[src/rtl/fetch_pkg.sv]
// Shared types and constants for the fetch stage.
// Entry layout is {pc, instr}, head-of-queue first.
package fetch_pkg;

  localparam int PC_STEP = 4;
  localparam logic [31:0] RESET_PC_DEF = 32'h0000_0000;

  typedef enum logic {
    ST_RESET = 1'b0,
    ST_RUN   = 1'b1
  } fetch_state_e;

  typedef struct packed {
    logic [31:0] pc;
    logic [31:0] instr;
  } fetch_entry_t;

endpackage

[src/rtl/fetch_queue.sv]
// Synchronous FIFO holding fetched {pc, instr} entries.
// Flush wins over push and pop in the same cycle.
module fetch_queue #(
  parameter int DEPTH = 4,
  parameter int W     = 64
) (
  input  logic                   clk,
  input  logic                   nrst,
  input  logic                   push,
  input  logic [W-1:0]           din,
  input  logic                   pop,
  input  logic                   flush,
  output logic [$clog2(DEPTH):0] count,
  output logic [W-1:0]           head
);

  localparam int AW = $clog2(DEPTH);

  logic [W-1:0]  mem [DEPTH];
  logic [AW-1:0] rptr;
  logic [AW-1:0] wptr;
  logic [AW:0]   cnt;

  always_ff @(posedge clk or negedge nrst) begin
    if (!nrst) begin
      rptr <= '0;
      wptr <= '0;
      cnt  <= '0;
    end else if (flush) begin
      rptr <= '0;
      wptr <= '0;
      cnt  <= '0;
    end else begin
      if (push) wptr <= wptr + 1'b1;
      if (pop)  rptr <= rptr + 1'b1;
      cnt <= cnt + (AW+1)'(push) - (AW+1)'(pop);
    end
  end

  // Data array needs no reset; count gates its visibility.
  always_ff @(posedge clk) begin
    if (push && !flush) mem[wptr] <= din;
  end

  assign head  = mem[rptr];
  assign count = cnt;

endmodule

[src/rtl/fetch_unit.sv]
// Instruction fetch stage with prefetch queue, credit-limited
// requests and redirect flush of in-flight responses.
module fetch_unit
  import fetch_pkg::*;
#(
  parameter int XLEN = 32,
  parameter int ILEN = 32,
  parameter int DEPTH = 4,
  parameter logic [XLEN-1:0] RESET_PC = XLEN'(RESET_PC_DEF)
) (
  input  logic                   clk,
  input  logic                   nrst,
  output logic                   imem_req_valid,
  input  logic                   imem_req_ready,
  output logic [XLEN-1:0]        imem_req_addr,
  input  logic                   imem_resp_valid,
  input  logic [ILEN-1:0]        imem_resp_data,
  input  logic                   redirect_valid,
  input  logic [XLEN-1:0]        redirect_pc,
  output logic                   out_valid,
  input  logic                   out_ready,
  output logic [XLEN-1:0]        out_pc,
  output logic [ILEN-1:0]        out_instr,
  output logic [$clog2(DEPTH):0] occupancy
);

  localparam int CW = $clog2(DEPTH) + 1;
  localparam int EW = XLEN + ILEN;

  fetch_state_e state;
  fetch_state_e state_nx;
  logic         run;

  logic [XLEN-1:0] req_pc;
  logic [XLEN-1:0] resp_pc;
  logic [CW-1:0]   outst;
  logic [CW-1:0]   outst_nx;
  logic [CW-1:0]   drop;
  logic [CW-1:0]   occ;
  logic [CW:0]     credit;
  logic            acc;
  logic            resp;
  logic            push;
  logic            pop;
  logic            head_vld;
  logic [EW-1:0]   head;

  always_ff @(posedge clk or negedge nrst) begin
    if (!nrst) state <= ST_RESET;
    else       state <= state_nx;
  end

  always_comb begin
    state_nx = state;
    unique case (state)
      ST_RESET: state_nx = ST_RUN;
      ST_RUN:   state_nx = ST_RUN;
    endcase
  end

  always_comb begin
    run = 1'b0;
    unique case (state)
      ST_RESET: run = 1'b0;
      ST_RUN:   run = 1'b1;
    endcase
  end

  // Queued plus outstanding never exceeds DEPTH, so pushes always fit.
  assign credit = {1'b0, occ} + {1'b0, outst};
  assign imem_req_valid = run && (credit < (CW+1)'(DEPTH));
  assign imem_req_addr  = req_pc;

  assign acc      = imem_req_valid && imem_req_ready;
  assign resp     = imem_resp_valid;
  assign head_vld = (occ != '0);
  assign push     = resp && (drop == '0) && !redirect_valid;
  assign pop      = head_vld && out_ready && !redirect_valid;
  assign outst_nx = outst + CW'(acc) - CW'(resp);

  always_ff @(posedge clk or negedge nrst) begin
    if (!nrst) begin
      req_pc  <= RESET_PC;
      resp_pc <= RESET_PC;
      outst   <= '0;
      drop    <= '0;
    end else begin
      outst <= outst_nx;
      if (redirect_valid) begin
        req_pc  <= redirect_pc;
        resp_pc <= redirect_pc;
        drop    <= outst_nx;
      end else begin
        if (acc)  req_pc  <= req_pc + XLEN'(PC_STEP);
        if (push) resp_pc <= resp_pc + XLEN'(PC_STEP);
        if (resp && drop != '0) drop <= drop - 1'b1;
      end
    end
  end

  fetch_queue #(
    .DEPTH (DEPTH),
    .W     (EW)
  ) u_queue (
    .clk   (clk),
    .nrst  (nrst),
    .push  (push),
    .din   ({resp_pc, imem_resp_data}),
    .pop   (pop),
    .flush (redirect_valid),
    .count (occ),
    .head  (head)
  );

  assign out_valid = head_vld;
  assign out_pc    = head_vld ? head[EW-1:ILEN] : '0;
  assign out_instr = head_vld ? head[ILEN-1:0]  : '0;
  assign occupancy = occ;

endmodule

[config.mk]
export PLATFORM = sky130hd
export DESIGN_NAME = fetch_unit
export DESIGN_NICKNAME = d
export VERILOG_FILES = /design/src/rtl/fetch_pkg.sv /design/src/rtl/fetch_queue.sv /design/src/rtl/fetch_unit.sv
export SDC_FILE = /design/constraint.sdc
export NUM_CORES = 1
export LEC_CHECK = 0
export BUFFER_PORTS_ARGS = -buffer_cell sky130_fd_sc_hd__buf_4
export CORE_UTILIZATION = 37
export CTS_CLUSTER_SIZE = 30
export DETAILED_ROUTE_END_ITERATION = 10
export PLACE_DENSITY_LB_ADDON = 0.05
export SLEW_MARGIN = 25
export SYNTH_ARGS = -nofsm -noshare
export SYNTH_HDL_FRONTEND = slang
export SYNTH_SLANG_ARGS = --single-unit
export TNS_END_PERCENT = 1
[constraint.sdc]
create_clock -name clk -period 5.4 [get_ports clk]
set_input_delay 0.81 -clock clk [delete_from_list [all_inputs] [get_ports clk]]
set_output_delay 0.81 -clock clk [all_outputs]
set_load 0.01 [all_outputs]
==> results.cfg <==
[run_status]
status = finished clean

[synth]
syn_inst = 837
ys_ff_latch = 334
synth_seq_area_share_pct = 68.4
syn-mean-instance-area_um2 = 16.8
synthesis.nets = 923
synth_area_um2 = 14100
ys_warn_count = 0
yosysUniqueCellTypes = 45

[floorplanning]
start_util_pct = 37.5
die-height_um = 197
ios = 171
core_um2 = 37600
die_x_um = 197
dieArea_um2 = 38900
num_rows = 71

[clocking]
cts_tree = built
htree_num_levels = 2
clock_path_buffers = 3
cts_resized = 0
cts_hold_buf = 0
cts.reportedPaths.clkPinSlew_ps = 60
clock-sinks = 334
clk_latency_ps = 520
cts-root-buf = clkbuf_16
numCtsBuffers = 38
post-cts-setup-buffers = 0

[detailed_routing]
drc_errors = 0
wl_mm = 30.9
vias = 7724
ant_nets = 0
drt-vias-per-instance = 4.97
drtIter0Drc = 319
wl_per_cell_um = 19.9
firstDrtPassIters = 4

[critical_path]
start_kind = flop
crit_arrival_ps = 2740
r2r_end = u_queue.count[2]
worstSetupStartpoint = u_queue.rptr[0]
end_kind = output pin
critical_path_class = flop to output pin
timing.rr.start = u_queue.count[1]
rr_worst_depth = 11
crit_top_cell = buf_4
crit_required_ps = 4590
path_cells = buf_4, mux4_2, and2_1, buf_4
path_max_fanout = 30
cp_slowest_cell = dfrtp_4
crit_path_end = out_instr[13]
rrSetupSlack_ps = 2360
crit_path_max_incr_delay_ps = 820

[finish]
fin_area_um2 = 17200
drive_gt1_share_pct = 33.3
syn2layout_area_growth_pct = 21.9
antenna_cells = 0
n_fill_cell = 3333
fin_nets = 1103

[power]
peakVddDrop_v = 0.000243
internal_power_mw = 5.41
swShare_pct = 27.3
p_total_mw = 7.44
p_sw_mw = 2.03
leakagePower_nw = 6.18
combinationalPowerShare_pct = 23.5
pwr-share-clk_pct = 33.9
seq_power_share_pct = 42.6
p_per_area_nw_per_um2 = 433

[grt]
overflow = 0
grt_start_max_net_pins = 66
antenna_found_initial = 0
first_global_vias = 8190
grt_pass1_wl_mm = 48.4
gr-usage-all-layers_pct = 16.3

[placed_design]
place_hpwl_mm = 19.4
io_buffers = 170
post_dp_cell_area_um2 = 16000
post-place-ws_ps = 2270
gp_congestion = 0.743

[sta]
holdWs_ps = 378
hold_viol = 0
rsz0062_at_grt = no
worst_pin_slew_ps = 824
fin_tns_setup_ps = 0
clock_skew_ps = 12.1
clock.fmax_ghz = 0.282
setup_viol = 0
setup_ws_ps = 1850
final_max_slew_viol_count = 0
timing.final.crit_share_pct = 65.7
relSlewSlack_pct = 45.1
period_needed_ps = 3550

[job]
drv_cap = 0

[hold_path]
hold_class = primary input to asynchronous set/reset pin
[cells in the final DEF, fill, tap and decap left out, drive strengths merged, types with 2 or more instances in the layout]
| cell | count |
|---|---|
| edfxtp | 256 |
| buf | 181 |
| dfrtp | 78 |
| and2 | 71 |
| mux4 | 64 |
| clkbuf | 50 |
| xnor2 | 37 |
| mux2 | 37 |
| nand2 | 26 |
| xor2 | 25 |
| nor2 | 23 |
| nand3 | 23 |
| inv | 23 |
| nand4 | 19 |
| nor4 | 16 |
| ha | 14 |
| and3 | 12 |
| clkinv | 10 |
| a21oi | 9 |
| and4 | 8 |
| a21boi | 8 |
| nand2b | 7 |
| o21ai | 7 |
| nor3 | 6 |
| mux2i | 4 |
| bufinv | 4 |
| or3 | 3 |
| nor4b | 2 |
| nor3b | 2 |
| a31oi | 2 |
| o31ai | 2 |
| a211oi | 2 |
| o21a | 2 |
| o31a | 2 |
| fa | 2 |
[worst min path at each step]
stage | slack (ps) | cells after the start | end | from
2_1_floorplan | 470 | 0 | u_queue.mem[0][41] | resp_pc[9]
3_3_place_gp | 510 | 0 | u_queue.mem[0][33] | resp_pc[1]
3_5_place_dp | 520 | 0 | u_queue.mem[3][33] | resp_pc[1]
4_1_cts | 410 | 1 | imem_req_addr[25] | nrst
5_1_grt | 430 | 1 | imem_req_addr[25] | nrst
6_report | 380 | 1 | imem_req_addr[25] | nrst
[metrics by stage]
step	util, %	cells
CTS	45.7	1552
floorplan	-	837
global placement	42.4	1486
finish	45.7	1553
global route	45.7	1553
detailed placement	42.4	1487
[sequential cells by signal, indices dropped and copies added (netlist names), 2 cells and up]
register / count
u_queue.rptr: 2
u_queue.mem: 256
outst: 3
u_queue.wptr: 2
resp_pc: 32
imem_req_addr: 32
drop: 3
u_queue.count: 3
[logic make-up (layout without fill, tap and decap cells)]
family / after synthesis / in the layout / share of synthesized area [%]
xor+xnor: 62 / 62 / 3.85
mux: 105 / 105 / 13.5
buf+inv: 63 / 268 / 1.78
flops: 334 / 334 / 68.4
other cells: 1 / 1 / 0.0266
simple gates: 222 / 222 / 9.44
fa+ha+maj: 16 / 16 / 1.53
compound gates: 34 / 34 / 1.53
[area by class of cell]
class	instances	area (um2)	share of cell area, %
flip-flops and latches	334	9650	56.2
multi-input cells	440	4220	24.6
repair buffers	181	1380	8.05
clock buffers	50	1040	6.04
well taps	511	639	3.72
clock inverters	15	173	1.01
inverters	22	82.6	0.481
[power by group through the flow]
stage / Sequential (mW) / Combinational (mW) / Clock [mW]
4_1_cts: 3.19 / 1.79 / 2.59
5_1_grt: 3.20 / 1.92 / 2.69
6_report: 3.17 / 1.75 / 2.52
3_5_place_dp: 3.24 / 1.78 / 0
3_3_place_gp: 3.24 / 1.78 / 0
2_1_floorplan: 3.11 / 1.12 / 0
[critical path: cells and delay by family (launching register included)]
kind | cells | cell delay [ps]
flip-flops | 1 | 820
buffers and inverters | 2 | 640
multiplexers | 1 | 580
AND/OR/NAND/NOR | 1 | 170
[Yosys cell counts, drive strengths merged]
library cell  number  area share (%)
edfxtp           256              55
dfrtp             78              14
and2              71             3.2
mux4              64              10
mux2              37             3.0
xnor2             37             2.3
nand2             26            0.69
xor2              25             1.6
clkbuf            23            0.61
nand3             23            0.82
nor2              23            0.61
inv               22            0.59
nand4             19            0.95
buf               18            0.59
nor4              16            0.92
ha                14             1.2
and3              12            0.53
a21oi              9            0.32
a21boi             8            0.43
and4               8            0.50
nand2b             7            0.31
o21ai              7            0.25
nor3               6            0.25
mux2i              4            0.28
or3                3            0.13
a211oi             2            0.11
a31oi              2           0.089
fa                 2            0.28
nor3b              2            0.11
nor4b              2            0.12
o21a               2            0.11
o31a               2            0.12
o31ai              2            0.11
conb               1           0.027
nand3b             1            0.14
nand4b             1           0.062
nor2b              1           0.044
or4b               1           0.098
[routing by layer]
metal | routed length (um) | global-route usage (%)
met3 | 1310 | 3.11
met2 | 14500 | 26.4
met5 | 0 | 0
met4 | 686 | 4.39
met1 | 14400 | 22.4
(Power assumes the default switching activity.)
